<file path="config.mk">
export PLATFORM = sky130hd
export DESIGN_NAME = alu_operand_sequencer_flat
export DESIGN_NICKNAME = d
export VERILOG_FILES = /design/src/rtl/alu_operand_sequencer_if.sv /design/src/rtl/alu_operand_sequencer.sv /design/src/flat_wrapper.sv
export SDC_FILE = /design/constraint.sdc
export NUM_CORES = 1
export LEC_CHECK = 0
export BUFFER_PORTS_ARGS = -buffer_cell sky130_fd_sc_hd__buf_2
export CAP_MARGIN = 20
export CORE_MARGIN = 8
export CORE_UTILIZATION = 45
export DETAILED_ROUTE_END_ITERATION = 10
export GPL_TIMING_DRIVEN = 0
export PLACE_DENSITY = 0.72
export SYNTH_ARGS = -nofsm -noshare
export SYNTH_HDL_FRONTEND = slang
export SYNTH_SLANG_ARGS = --single-unit
</file>
<file path="constraint.sdc">
create_clock -name i_clk -period 3.84 [get_ports i_clk]
set_input_delay 0.192 -clock i_clk [delete_from_list [all_inputs] [get_ports i_clk]]
set_output_delay 0.192 -clock i_clk [all_outputs]
set_load 0.005 [all_outputs]
</file>
<file path="src/rtl/alu_operand_sequencer_if.sv">
// alu_operand_sequencer_if: key/switch inputs, ALU result feedback and registered
// operand/result outputs of the operand sequencer, grouped as one bus.
interface alu_operand_sequencer_if #(
  parameter int N = 4
);
  logic         i_key;
  logic [N-1:0] i_sw;
  logic [1:0]   i_ctrl_sw;
  logic [N-1:0] i_result;
  logic         i_carry_out;
  logic [N-1:0] o_a;
  logic [N-1:0] o_b;
  logic [1:0]   o_alu_ctrl;
  logic         o_valid;
  logic [N-1:0] o_result;
  logic         o_carry;
  logic [1:0]   o_state;
  logic         o_done;
  modport slave (
    input  i_key, i_sw, i_ctrl_sw, i_result, i_carry_out,
    output o_a, o_b, o_alu_ctrl, o_valid, o_result, o_carry, o_state, o_done
  );
  modport master (
    output i_key, i_sw, i_ctrl_sw, i_result, i_carry_out,
    input  o_a, o_b, o_alu_ctrl, o_valid, o_result, o_carry, o_state, o_done
  );
endinterface

</file>
<file path="src/rtl/alu_operand_sequencer.sv">
// alu_operand_sequencer: push-button stepped operand entry and result capture for the ALU.
// Define ALU_SEQ_DEBOUNCE_EN to insert the DEBOUNCE_CYCLES key debouncer.
module alu_operand_sequencer #(
  parameter int N               = 4,
  parameter int DEBOUNCE_CYCLES = 500000
) (
  input logic                    i_clk,
  input logic                    i_rst_n,
  alu_operand_sequencer_if.slave bus
);
  typedef enum logic [1:0] {LOAD_A = 2'b00, LOAD_B = 2'b01, EXEC = 2'b10, SHOW = 2'b11} state_e;
  state_e       state_q, state_d;
  logic         sync1_q, sync2_q, prev_q, armed_q, armed_d, level, press;
  logic [1:0]   fill_q;
  logic [N-1:0] a_q, a_d, b_q, b_d, result_q, result_d;
  logic [1:0]   ctrl_q, ctrl_d;
  logic         carry_q, carry_d, valid_q, valid_d;
  // A key held low through reset must be seen released before a press can count.
  assign armed_d = armed_q | (fill_q[1] & sync2_q);
  assign press   = armed_q & prev_q & ~level;
  always_ff @(posedge i_clk or negedge i_rst_n) begin
    if (!i_rst_n) begin
      sync1_q <= 1'b1;
      sync2_q <= 1'b1;
      fill_q  <= 2'b00;
      prev_q  <= 1'b1;
      armed_q <= 1'b0;
    end else begin
      sync1_q <= bus.i_key;
      sync2_q <= sync1_q;
      fill_q  <= {fill_q[0], 1'b1};
      prev_q  <= level;
      armed_q <= armed_d;
    end
  end
`ifdef ALU_SEQ_DEBOUNCE_EN
  localparam int CW = $clog2(DEBOUNCE_CYCLES + 1);
  localparam logic [CW-1:0] LIMIT = CW'(DEBOUNCE_CYCLES);
  logic [CW-1:0] cnt_q, cnt_d, cnt_inc;
  logic          deb_q, deb_d;
  always_comb begin
    cnt_inc = cnt_q + CW'(1);
    cnt_d   = (sync2_q != deb_q && cnt_inc != LIMIT) ? cnt_inc : '0;
    deb_d   = (sync2_q != deb_q && cnt_inc == LIMIT) ? sync2_q : deb_q;
  end
  always_ff @(posedge i_clk or negedge i_rst_n) begin
    if (!i_rst_n) begin
      cnt_q <= '0;
      deb_q <= 1'b1;
    end else begin
      cnt_q <= cnt_d;
      deb_q <= deb_d;
    end
  end
  assign level = deb_q;
`else
  logic unused_cfg;
  assign unused_cfg = ^DEBOUNCE_CYCLES;
  assign level      = sync2_q;
`endif
  always_comb begin
    state_d  = state_q;
    a_d      = a_q;
    b_d      = b_q;
    ctrl_d   = ctrl_q;
    result_d = result_q;
    carry_d  = carry_q;
    valid_d  = 1'b0;
    case (state_q)
      LOAD_A: if (press) begin
        a_d     = bus.i_sw;
        state_d = LOAD_B;
      end
      LOAD_B: if (press) begin
        b_d     = bus.i_sw;
        ctrl_d  = bus.i_ctrl_sw;
        valid_d = 1'b1;
        state_d = EXEC;
      end
      EXEC: begin
        result_d = bus.i_result;
        carry_d  = bus.i_carry_out;
        state_d  = SHOW;
      end
      default: state_d = press ? LOAD_A : SHOW;
    endcase
  end
  always_ff @(posedge i_clk or negedge i_rst_n) begin
    if (!i_rst_n) begin
      state_q  <= LOAD_A;
      a_q      <= '0;
      b_q      <= '0;
      ctrl_q   <= '0;
      result_q <= '0;
      carry_q  <= 1'b0;
      valid_q  <= 1'b0;
    end else begin
      state_q  <= state_d;
      a_q      <= a_d;
      b_q      <= b_d;
      ctrl_q   <= ctrl_d;
      result_q <= result_d;
      carry_q  <= carry_d;
      valid_q  <= valid_d;
    end
  end
  assign bus.o_a        = a_q;
  assign bus.o_b        = b_q;
  assign bus.o_alu_ctrl = ctrl_q;
  assign bus.o_valid    = valid_q;
  assign bus.o_result   = result_q;
  assign bus.o_carry    = carry_q;
  assign bus.o_state    = state_q;
  assign bus.o_done     = state_q == SHOW;
endmodule

</file>
<file path="src/flat_wrapper.sv">
// flat-port wrapper written by rule: the top's interface ports become plain ports
module alu_operand_sequencer_flat 
#(
  parameter int N               = 4,
  parameter int DEBOUNCE_CYCLES = 500000
)
  (i_clk, i_rst_n, bus_i_key, bus_i_sw, bus_i_ctrl_sw, bus_i_result, bus_i_carry_out, bus_o_a, bus_o_b, bus_o_alu_ctrl, bus_o_valid, bus_o_result, bus_o_carry, bus_o_state, bus_o_done);
  alu_operand_sequencer_if #(.N(N)) bus_i ();
  input logic i_clk;
  input logic i_rst_n;
  input wire logic [$bits(bus_i.i_key)-1:0] bus_i_key;
  input wire logic [$bits(bus_i.i_sw)-1:0] bus_i_sw;
  input wire logic [$bits(bus_i.i_ctrl_sw)-1:0] bus_i_ctrl_sw;
  input wire logic [$bits(bus_i.i_result)-1:0] bus_i_result;
  input wire logic [$bits(bus_i.i_carry_out)-1:0] bus_i_carry_out;
  output wire logic [$bits(bus_i.o_a)-1:0] bus_o_a;
  output wire logic [$bits(bus_i.o_b)-1:0] bus_o_b;
  output wire logic [$bits(bus_i.o_alu_ctrl)-1:0] bus_o_alu_ctrl;
  output wire logic [$bits(bus_i.o_valid)-1:0] bus_o_valid;
  output wire logic [$bits(bus_i.o_result)-1:0] bus_o_result;
  output wire logic [$bits(bus_i.o_carry)-1:0] bus_o_carry;
  output wire logic [$bits(bus_i.o_state)-1:0] bus_o_state;
  output wire logic [$bits(bus_i.o_done)-1:0] bus_o_done;
  assign bus_i.i_key = bus_i_key;
  assign bus_i.i_sw = bus_i_sw;
  assign bus_i.i_ctrl_sw = bus_i_ctrl_sw;
  assign bus_i.i_result = bus_i_result;
  assign bus_i.i_carry_out = bus_i_carry_out;
  assign bus_o_a = bus_i.o_a;
  assign bus_o_b = bus_i.o_b;
  assign bus_o_alu_ctrl = bus_i.o_alu_ctrl;
  assign bus_o_valid = bus_i.o_valid;
  assign bus_o_result = bus_i.o_result;
  assign bus_o_carry = bus_i.o_carry;
  assign bus_o_state = bus_i.o_state;
  assign bus_o_done = bus_i.o_done;
  alu_operand_sequencer #(.N(N), .DEBOUNCE_CYCLES(DEBOUNCE_CYCLES)) u_core (.i_clk(i_clk), .i_rst_n(i_rst_n), .bus(bus_i));
endmodule
</file>
==> results of run 1 <==
## critical path: cells and delay by family, from the launching register on
family     cells  cell delay, ns
mux            1            0.38
buf+inv        2            0.39
flops          1            0.44
fa+ha+maj      1            0.16
## timing repair
| item | in CTS | in global routing |
|---|---|---|
| hold buffers | 2 | 0 |
| endpoints found under the setup margin | 0 | 0 |
| hold endpoints to repair | 22 | 0 |
## metrics by stage
| step | power (mW) | instance area, sq um | util |
|---|---|---|---|
| 6_report | 0.934 | 1250 | 0.582 |
| 5_1_grt | 0.995 | 1250 | 0.582 |
| 4_1_cts | 0.952 | 1250 | 0.582 |
| 3_5_place_dp | 0.819 | 1190 | 0.556 |
| 3_3_place_gp | 0.799 | 1190 | 0.556 |
| 2_1_floorplan | 0.661 | 1000 | - |
## metal layers
metal	up-vias	global-route usage
li1	287	-
met1	321	0.0984
met2	12	0.163
met3	4	0.0318
met4	0	0.0427
met5	-	0
## worst max path at each step
stage,to,start,slack [ns]
5_1_grt,u_core.bus.o_result[1],u_core.bus.o_state[0],2.27
3_3_place_gp,u_core.bus.o_result[3],u_core.bus.o_state[0],2.45
3_5_place_dp,u_core.bus.o_result[1],u_core.bus.o_state[0],2.39
4_1_cts,u_core.bus.o_result[1],u_core.bus.o_state[0],2.37
2_1_floorplan,u_core.bus.o_alu_ctrl[0],u_core.level,2.51
6_report,u_core.bus.o_result[1],u_core.bus.o_state[0],2.38
## flip-flops by register name, summed over array words and instances, names as in the netlist
name                   count
u_core.armed_q             1
u_core.bus.o_a             4
u_core.bus.o_alu_ctrl      2
u_core.bus.o_b             4
u_core.bus.o_carry         1
u_core.bus.o_result        4
u_core.bus.o_state         2
u_core.bus.o_valid         1
u_core.fill_q              2
u_core.level               1
u_core.prev_q              1
u_core.sync1_q             1
## Yosys cell counts (all sizes together)
| cell | instances | area share |
|---|---|---|
| a211oi | 1 | 0.0075 |
| a21o | 1 | 0.0088 |
| a221oi | 1 | 0.015 |
| and3b | 1 | 0.0088 |
| buf | 1 | 0.011 |
| clkbuf | 1 | 0.0038 |
| conb | 1 | 0.0038 |
| dfrtp | 21 | 0.53 |
| dfstp | 3 | 0.079 |
| ha | 4 | 0.050 |
| inv | 3 | 0.011 |
| mux2 | 15 | 0.21 |
| nand2 | 2 | 0.031 |
| nand2b | 1 | 0.0063 |
| nor2 | 2 | 0.0075 |
| nor3 | 2 | 0.010 |
| nor4 | 1 | 0.0063 |
| o21bai | 1 | 0.0075 |
## power groups by stage
stage / registers [mW] / logic (mW) / clock network [mW]
floorplan: 0.418 / 0.243 / 0
global placement: 0.406 / 0.393 / 0
detailed placement: 0.412 / 0.407 / 0
CTS: 0.408 / 0.411 / 0.133
global route: 0.421 / 0.435 / 0.139
finish: 0.406 / 0.400 / 0.128
## final cells by class
type / count / area [sq um] / area share
Buffer: 2 / 15.0 / 0.0120
Timing Repair Buffer: 34 / 180 / 0.144
Sequential cell: 24 / 604 / 0.483
Multi-Input combinational cell: 33 / 369 / 0.295
Inverter: 3 / 11.3 / 0.00900
Clock buffer: 4 / 36.3 / 0.0290
Tap cell: 28 / 35.0 / 0.0280
## logic make-up after synthesis
family	synth area share
DFF	0.605
AOI/OAI and AO/OA	0.0388
muxes	0.207
buffers and inverters	0.0263
and+or+nand+nor	0.0701
adders and majority gates	0.0501
other	0.00375
## cells in the final DEF, fill, tap and decap left out
master,netlist,layout
dlygate4sd3_1,0,2
nand2_8,1,1
ha_1,4,4
conb_1,1,1
dfrtp_1,21,21
o21bai_1,1,1
a21o_2,1,1
mux2_4,10,10
mux2_2,5,5
a211oi_1,1,1
nor3_1,2,2
clkbuf_8,0,1
buf_6,1,1
dfstp_2,3,3
nand2_4,1,1
and3b_1,1,1
clkbuf_4,0,3
nor2_1,2,2
buf_2,0,32
a221oi_2,1,1
inv_1,3,3
clkbuf_1,1,1
nor4_1,1,1
nand2b_1,1,1
==> out/qor.txt, run 1 <==
Outcome -> finished clean
DP HPWL -> 1410 um
Worst slew margin -> 0.666
Critical path arrival -> 1.66 ns
Final wirelength -> 1770 um
Vias -> 624
Met3 WL -> 78 um
Syn Inst Count -> 62
Max-slew violations -> 0
Nets -> 119
Critical Path RT -> 4.04 ns
DRT iter0 DRCs -> 11
Area growth from synthesis to layout -> 25.2%
# resized after CTS -> 0
GPL Wtd Cong -> 0.672
Worst Tran Pin Value -> 0.502 ns
Worst-path fanout max -> 6
Core box area -> 2150 sq um
Cell-by-cell trace of the critical path -> inv_1 -> ha_1 -> clkbuf_1 -> mux2_2
Clock share of power -> 0.137
Die Wd -> 63.1 um
CTS tree -> built
Hold Path Cell Cnt -> 2
H-tree Lvls -> 1
Reg-to-Reg End -> u_core.bus.o_result[1]
Comb pwr share -> 0.428
Total of warnings raised by yosys -> 0
# port buffers -> 32
Gr ovfl total -> 0
RSZ-0062 raised after global routing -> false
Worst skew pair latency -> 0.31 ns
Fin Setup TNS -> 0 ns
Clk Tree Root Cell -> clkbuf_4
Max Freq -> 685 MHz
Peak supply drop -> 0.395 mV
Final Hold Violating Endpoints -> 0
Switching share of total power -> 0.313
Vias per cell -> 4.88
Num rows -> 17
# IOs -> 33
CTS sink count -> 24
Seq pwr share -> 0.435
Die Footprint -> 3990 sq um
Final antenna-violating net count -> 0
Worst-path clk slew -> 0.13 ns
Worst Hold End -> u_core.bus.o_alu_ctrl[0]
DR pass1 iterations -> 2
Switching power -> 0.293 mW
Tot GR Track Use -> 0.0932
Final WS setup -> 2.38 ns
M1 WL -> 664 um
Crit start category -> flop
HP Class -> in2reg
Share of post-route cells with drive strength above 1 -> 0.590
Sequential-to-total area share from yosys stat -> 0.605
Worst clock skew -> 0.00903 ns
Bufs on Longest Clock Path -> 2
Total CTS buffers -> 3
Setup violators final -> 0
Fillers -> 186
Number of synthesized register bits -> 24
Finished Layout Cells -> 128
Max incr delay on CP -> 0.44 ns
Worst Setup End Kind -> flop
Reg2Reg Setup Slack -> 2.38 ns
Reg2reg path depth -> 4
Largest net degree at the start of global routing -> 25
Post-Synthesis Cell Area -> 1000 sq um
Residual DRC count -> 0
Syn avg cell area -> 16.1 sq um
Inserted Diodes -> 0
Wire length of the first global-routing pass -> 3080 um
Internal -> 0.641 mW
Initial antenna violation count -> 0
Period utilization -> 0.380
CP Class -> reg2reg
Period minus WS final -> 1.46 ns
Pre-CTS setup slack -> 2.39 ns
Cell Pwr Density -> 747 nW/um^2
Slowest stage cell, crit path -> dfrtp_1
P_leak -> 0.650 nW
Max_cap viols -> 0
Initial Util -> 0.465
Routed met2 length -> 998 um
Postcts setup bufs -> 0
Post-Syn Nets -> 80
Post-Place Cells -> 122
Die height -> 63.1 um
Hold_ws -> 0.102 ns
Vias in the first global route -> 691
Worst r2r src -> u_core.bus.o_state[0]
DR top layer -> met4
Library cells used by synthesis -> 20
Drt wl/cell -> 13.8 um
Hold Crit Start -> bus_i_ctrl_sw[0]
No activity file was read; power rests on OpenSTA's default activity.
==> run 2, diff against run 1 <==
--- a/config.mk
+++ b/config.mk
@@ -5,13 +5,14 @@
 export SDC_FILE = /design/constraint.sdc
 export NUM_CORES = 1
 export LEC_CHECK = 0
+export ABC_AREA = 1
 export BUFFER_PORTS_ARGS = -buffer_cell sky130_fd_sc_hd__buf_2
 export CAP_MARGIN = 20
 export CORE_MARGIN = 8
-export CORE_UTILIZATION = 45
+export CORE_UTILIZATION = 43
 export DETAILED_ROUTE_END_ITERATION = 10
 export GPL_TIMING_DRIVEN = 0
-export PLACE_DENSITY = 0.72
+export PLACE_DENSITY = 0.73
 export SYNTH_ARGS = -nofsm -noshare
 export SYNTH_HDL_FRONTEND = slang
 export SYNTH_SLANG_ARGS = --single-unit
==> constraint.sdc (replaced) <==
create_clock -name i_clk -period 1.3 [get_ports i_clk]
set_input_delay 0.065 -clock i_clk [delete_from_list [all_inputs] [get_ports i_clk]]
set_output_delay 0.065 -clock i_clk [all_outputs]
set_load 0.005 [all_outputs]
==> out/qor.txt, run 2 <==
Outcome -> finished clean
Most common cell in the synthesized netlist -> nand2_1
Share of post-route cells with drive strength above 1 -> 0.437 (-0.153)
Tot GR Track Use -> 0.107 (+0.0133)
Core box area -> 2170 sq um (+0.99%)
Max Freq -> 799 MHz (+17%)
Gr ovfl total -> 0 (unchanged)
Worst r2r src -> u_core.bus.o_state[0]
Num rows -> 17 (unchanged)
Residual DRC count -> 0 (unchanged)
Area growth from synthesis to layout -> 36.6%
CTS sink count -> 24 (unchanged)
Worst Setup End Kind -> flop
Synth top area share -> 0.548 (+0.0219)
Reg2reg path depth -> 8 (+4)
Reg2Reg Setup Slack -> 0.05 ns (-2.33 ns)
Hold Crit Start -> bus_i_sw[3]
Initial Util -> 0.442 (-0.0230)
Final WS setup -> 0.0479 ns (-2.33 ns)
Die Wd -> 63.2 um (+0.17%)
Vias -> 764 (+22%)
Total of warnings raised by yosys -> 0 (unchanged)
Number of synthesized register bits -> 24 (unchanged)
Library cells used by synthesis -> 15 (-25%)
Vias in the first global route -> 808 (+17%)
Clock share of power -> 0.118 (-0.019)
Max_cap viols -> 0 (unchanged)
H-tree Lvls -> 1 (unchanged)
Area leader, netlist -> dfrtp_1
Post-synth EDFFs -> 0 (unchanged)
Most frequent cells after synthesis -> 24 x nand2_1, 21 x dfrtp_1, 12 x inv_1, 5 x mux2_2, 5 x o21ai_0
DR pass1 iterations -> 4 (+2)
Switching power -> 0.971 mW (+230%)
Worst skew pair latency -> 0.30 ns (about the same)
Cell Area, Placed -> 1150 sq um (-3.4%)
Ys async rst share -> 1.00 (unchanged)
Peak supply drop -> 1.26 mV (+220%)
Crit start category -> flop
Most frequent cells in the layout -> 32 x buf_2, 23 x nand2_1, 21 x dfrtp_1
Cell Pwr Density -> 2080 nW/um^2 (+180%)
Syn avg cell area -> 11.0 sq um (-32%)
Syn Inst Count -> 87 (+40%)
Bufs on Longest Clock Path -> 2 (unchanged)
GPL Wtd Cong -> 0.669 (-0.48%)
Wire length of the first global-routing pass -> 3460 um (+12%)
Initial antenna violation count -> 0 (unchanged)
Internal -> 1.76 mW (+170%)
Fin Setup TNS -> 0 ns (unchanged)
Inserted Diodes -> 0 (unchanged)
HP Class -> in2reg
Total CTS buffers -> 3 (unchanged)
Critical path arrival -> 1.47 ns (-0.19 ns)
Final Cell Area -> 1310 sq um (+4.8%)
Period utilization -> 0.963 (+0.583)
Comb pwr share -> 0.444 (+0.016)
Worst Tran Pin Value -> 0.508 ns (+0.00659 ns)
Final wirelength -> 2200 um (+24%)
Critical Path RT -> 1.51 ns (-2.53 ns)
Area contributors post-synth -> dfrtp_1 55%, nand2_1 9.4%, dfstp_2 8.2%, mux2_2 5.9%, ha_1 5.2%
Max-slew violations -> 0 (unchanged)
Top FF cell, synth -> dfrtp_1
Setup violators final -> 0 (unchanged)
Vias per cell -> 4.69 (-3.9%)
Drt wl/cell -> 13.5 um (-2.3%)
# IOs -> 33 (unchanged)
DP HPWL -> 1540 um (+9.5%)
Sequential-to-total area share from yosys stat -> 0.630 (+0.0252)
Pre-CTS setup slack -> -0.0264 ns (-2.41 ns)
Post-Syn Nets -> 105 (+31%)
# port buffers -> 32 (unchanged)
Fin util -> 0.604 (+0.0220)
Period minus WS final -> 1.25 ns (-0.208 ns)
Critical Path Source -> u_core.bus.o_state[0]
CP Class -> reg2reg
Die height -> 63.2 um (+0.17%)
Final Hold Violating Endpoints -> 0 (unchanged)
Worst-path clk slew -> 0.12 ns (about the same)
Seq pwr share -> 0.438 (+0.003)
Most common cell after layout, fill and taps aside -> buf_2
Final antenna-violating net count -> 0 (unchanged)
Switching share of total power -> 0.356 (+0.0427)
Clk Tree Root Cell -> clkbuf_4
DRT iter0 DRCs -> 9 (-2)
CTS tree -> built
Worst clock skew -> 0.00418 ns (-0.00485 ns)
Post-Synthesis Cell Area -> 960 sq um (-4.0%)
RSZ-0062 raised after global routing -> true
Nets -> 154 (+29%)
Worst-path fanout max -> 3 (-3)
Overall power -> 2.73 mW (+190%)
Hold Path Cell Cnt -> 3 (+1)
Die Footprint -> 4000 sq um (+0.33%)
P_leak -> 0.705 nW (+8.4%)
Largest net degree at the start of global routing -> 25 (unchanged)
Worst slew margin -> 0.661 (-0.00440)
run 2: layout make-up:
cell class	count	area, sq um
buffer	2	18.8
clock buffer	4	26.3
fill	199	858
inverter	12	45.0
multi-input combinational	49	307
sequential	24	604
tap	28	35.0
timing repair buffer	44	275
run 2: what timing repair did:
| item | CTS | global route |
|---|---|---|
| setup buffers | 2 | 0 |
| setup endpoints to repair | 6 | 13 |
| gates resized for setup | 1 | 8 |
| hold buffers | 9 | 1 |
| cloned | 0 | 0 |
| endpoints found under the hold margin | 29 | 1 |
run 2: path summary, 6_finish.rpt:
| kind | endpoint |
|---|---|
| setup / recovery | u_core.bus.o_state[1] |
| max in group asynchronous | u_core.prev_q |
| hold / removal | u_core.bus.o_b[3] |
| min in group asynchronous | u_core.bus.o_b[1] |
| setup reg to reg | u_core.bus.o_state[1] |
| hold reg to reg | u_core.fill_q[1] |
run 2: metal layers:
metal	share of wire	vias up	routed length, um	GRT usage
li1	-	360	-	-
met1	0.40	370	880	0.107
met2	0.50	28	1110	0.179
met3	0.075	6	165	0.0459
met4	0.023	0	50	0.0641
met5	0	-	0	0
run 2: kinds of logic after synthesis:
kind of cell,count (synthesis),synth area share
buffers and inverters,14,0.0639
DFF,24,0.630
AOI/OAI and AO/OA,10,0.0717
other,1,0.00391
adders and majority gates,4,0.0522
muxes,5,0.0587
and+or+nand+nor,29,0.120
run 2: stage by stage:
| stage | hold slack, ns | instances |
|---|---|---|
| global route | 0.0000671 | 163 |
| CTS | 0.00244 | 162 |
| floorplan | -0.231 | 87 |
| finish | 0.0130 | 163 |
| global placement | 0.0642 | 147 |
| detailed placement | 0.0658 | 147 |
run 2: power by group through the flow:
stage | sequential [mW] | clock [mW] | combinational [mW]
CTS | 1.19 | 0.334 | 1.18
finish | 1.20 | 0.321 | 1.21
detailed placement | 1.21 | 0 | 1.09
floorplan | 1.22 | 0 | 0.583
global placement | 1.18 | 0 | 1.02
global route | 1.23 | 0.355 | 1.35
run 2: critical path, stage by stage, from the launching register on:
cell and delay, ns:
dfrtp_1 0.43, buf_4 0.14, ha_2 0.19, nor2_2 0.10, nand2_1 0.07, nand2_1 0.07, nand2_1 0.06, nand2_1 0.06
inv_1 0.04
==> run 3, diff against run 2 <==
--- a/config.mk
+++ b/config.mk
@@ -5,14 +5,13 @@
 export SDC_FILE = /design/constraint.sdc
 export NUM_CORES = 1
 export LEC_CHECK = 0
-export ABC_AREA = 1
 export BUFFER_PORTS_ARGS = -buffer_cell sky130_fd_sc_hd__buf_2
 export CAP_MARGIN = 20
 export CORE_MARGIN = 8
 export CORE_UTILIZATION = 43
 export DETAILED_ROUTE_END_ITERATION = 10
 export GPL_TIMING_DRIVEN = 0
-export PLACE_DENSITY = 0.73
+export PLACE_DENSITY = 0.72
 export SYNTH_ARGS = -nofsm -noshare
 export SYNTH_HDL_FRONTEND = slang
 export SYNTH_SLANG_ARGS = --single-unit
==> out/qor.txt, run 3 (synthesized netlist as in run 1, its figures left out) <==
Final WS setup -> -0.0594 ns (-0.107 ns)
Nets -> 131 (-15%)
CTS tree -> built
Worst-path clk slew -> 0.13 ns (about the same)
Worst slew margin -> 0.663 (+0.00145)
HP Class -> in2async
Cell Area, Placed -> 1200 sq um (+3.6%)
Finished Layout Cells -> 140 (-14%)
DP HPWL -> 1330 um (-14%)
H-tree Lvls -> 1 (unchanged)
Drt wl/cell -> 13.0 um (-3.9%)
Peak supply drop -> 1.02 mV (-19%)
Vias -> 641 (-16%)
Num rows -> 17 (unchanged)
Failing checks -> setup timing
Area growth from synthesis to layout -> 38.5%
Crit start category -> flop
CP Class -> reg2reg
# IOs -> 33 (unchanged)
Worst-path fanout max -> 7 (+4)
Comb pwr share -> 0.442 (-0.002)
Final antenna-violating net count -> 0 (unchanged)
Max_cap viols -> 0 (unchanged)
Worst Setup End Kind -> flop
Max-slew violations -> 0 (unchanged)
Max Freq -> 736 MHz (-7.9%)
Initial antenna violation count -> 0 (unchanged)
Switching share of total power -> 0.311 (-0.0453)
Final Hold Violating Endpoints -> 0 (unchanged)
Clk Tree Root Cell -> clkbuf_4
Bufs on Longest Clock Path -> 2 (unchanged)
RSZ-0062 raised after global routing -> true
Initial Util -> 0.452 (+0.00959)
Clock share of power -> 0.134 (+0.016)
Largest net degree at the start of global routing -> 25 (unchanged)
Total CTS buffers -> 3 (unchanged)
CTS sink count -> 24 (unchanged)
Inserted Diodes -> 0 (unchanged)
Worst skew pair latency -> 0.32 ns (+0.02 ns)
# port buffers -> 32 (unchanged)
Most frequent cells in the layout -> 32 x buf_2, 20 x dfrtp_1, 13 x dlygate4sd3_1
Most common cell after layout, fill and taps aside -> buf_2
Gr ovfl total -> 0 (unchanged)
Critical Path RT -> 1.52 ns (about the same)
Outcome -> finished, violations left
Period utilization -> 1.05 (+0.0825)
Tot GR Track Use -> 0.0940 (-0.0125)
Critical path arrival -> 1.58 ns (+0.11 ns)
DRT iter0 DRCs -> 5 (-4)
Seq pwr share -> 0.424 (-0.014)
DR pass1 iterations -> 2 (-2)
Worst Tran Pin Value -> 0.506 ns (-0.00217 ns)
Core box area -> 2210 sq um (+2.0%)
Vias per cell -> 4.58 (-2.3%)
Final wirelength -> 1820 um (-17%)
Fillers -> 182 (-8.5%)
Residual DRC count -> 0 (unchanged)
Worst clock skew -> 0.0132 ns (+0.00899 ns)
Setup violators final -> 11 (+11)
Die Wd -> 64.2 um (+1.5%)
Wire length of the first global-routing pass -> 3130 um (-9.4%)
GPL Wtd Cong -> 0.702 (+4.9%)
Die Footprint -> 4120 sq um (+3.1%)
Die height -> 64.2 um (+1.5%)
Switching power -> 0.885 mW (-8.9%)
Post-Place Cells -> 122 (-17%)
Fin Setup TNS -> -0.549 ns (-0.549 ns)
Share of post-route cells with drive strength above 1 -> 0.589 (+0.152)
Internal -> 1.96 mW (+12%)
Vias in the first global route -> 702 (-13%)
P_leak -> 0.701 nW (-0.57%)
Period minus WS final -> 1.36 ns (+0.107 ns)
Final Cell Area -> 1390 sq um (+5.6%)
Cell Pwr Density -> 2060 nW/um^2 (-1.2%)
## run 3: path summary, 6_finish.rpt
kind / slack [ns] / end / depth (start not counted) / from
hold reg to reg: 0.36 / u_core.level / 0 / u_core.sync1_q
hold / removal: 0.23 / u_core.bus.o_valid / 2 / i_rst_n
min in group i_clk: 0.36 / u_core.level / 0 / u_core.sync1_q
max in group asynchronous: 0.69 / u_core.bus.o_state[0] / 2 / i_rst_n
setup reg to reg: -0.06 / u_core.bus.o_a[1] / 4 / u_core.level
setup / recovery: -0.06 / u_core.bus.o_a[1] / 4 / u_core.level
## run 3: worst max-delay path, stage by stage (launching register included)
cell and delay [ns]:
dfstp_2 0.55, and3b_1 0.18, buf_6 0.14, nand2_4 0.11
mux2_4 0.30
## run 3: per-layer routing
layer  up-vias  wire length [um]  GRT usage
li1        313                 -          -
met1       311               734      0.100
met2        14               960      0.168
met3         3               102     0.0331
met4         0                21     0.0327
met5         -                 0          0
## run 3: through the flow
stage,utilization,setup WS (ns),hold slack [ns],power (mW)
CTS,0.622,-0.0711,0.232,2.86
global placement,0.541,-0.0645,0.0622,2.37
global route,0.626,-0.106,0.258,3.07
floorplan,-,-0.0333,-0.231,1.96
detailed placement,0.541,-0.0849,0.0679,2.41
finish,0.626,-0.0594,0.234,2.85
## run 3: what timing repair did
action	4_1_cts	5_1_grt
gates cloned	0	0
hold endpoints to repair	37	0
buffers inserted	1	0
resized for setup	2	6
hold buffers	13	0
endpoints found under the setup margin	17	18
pin swaps	2	0
## run 3: final cells by class
cell class                 count  area [sq um]  area share
sequential                    24           606       0.437
multi-input combinational     33           377       0.272
timing repair buffer          46           298       0.215
clock buffer                   4          36.3      0.0262
tap                           28          35.0      0.0253
buffer                         2          22.5      0.0163
inverter                       3          11.3     0.00813
## run 3: power groups by stage
stage	combinational (mW)	sequential (mW)	clock, mW
after detailed placement	1.20	1.21	0
after global placement	1.17	1.20	0
after CTS	1.25	1.20	0.404
final	1.26	1.21	0.381
after floorplan	0.723	1.23	0
after global routing	1.39	1.24	0.433
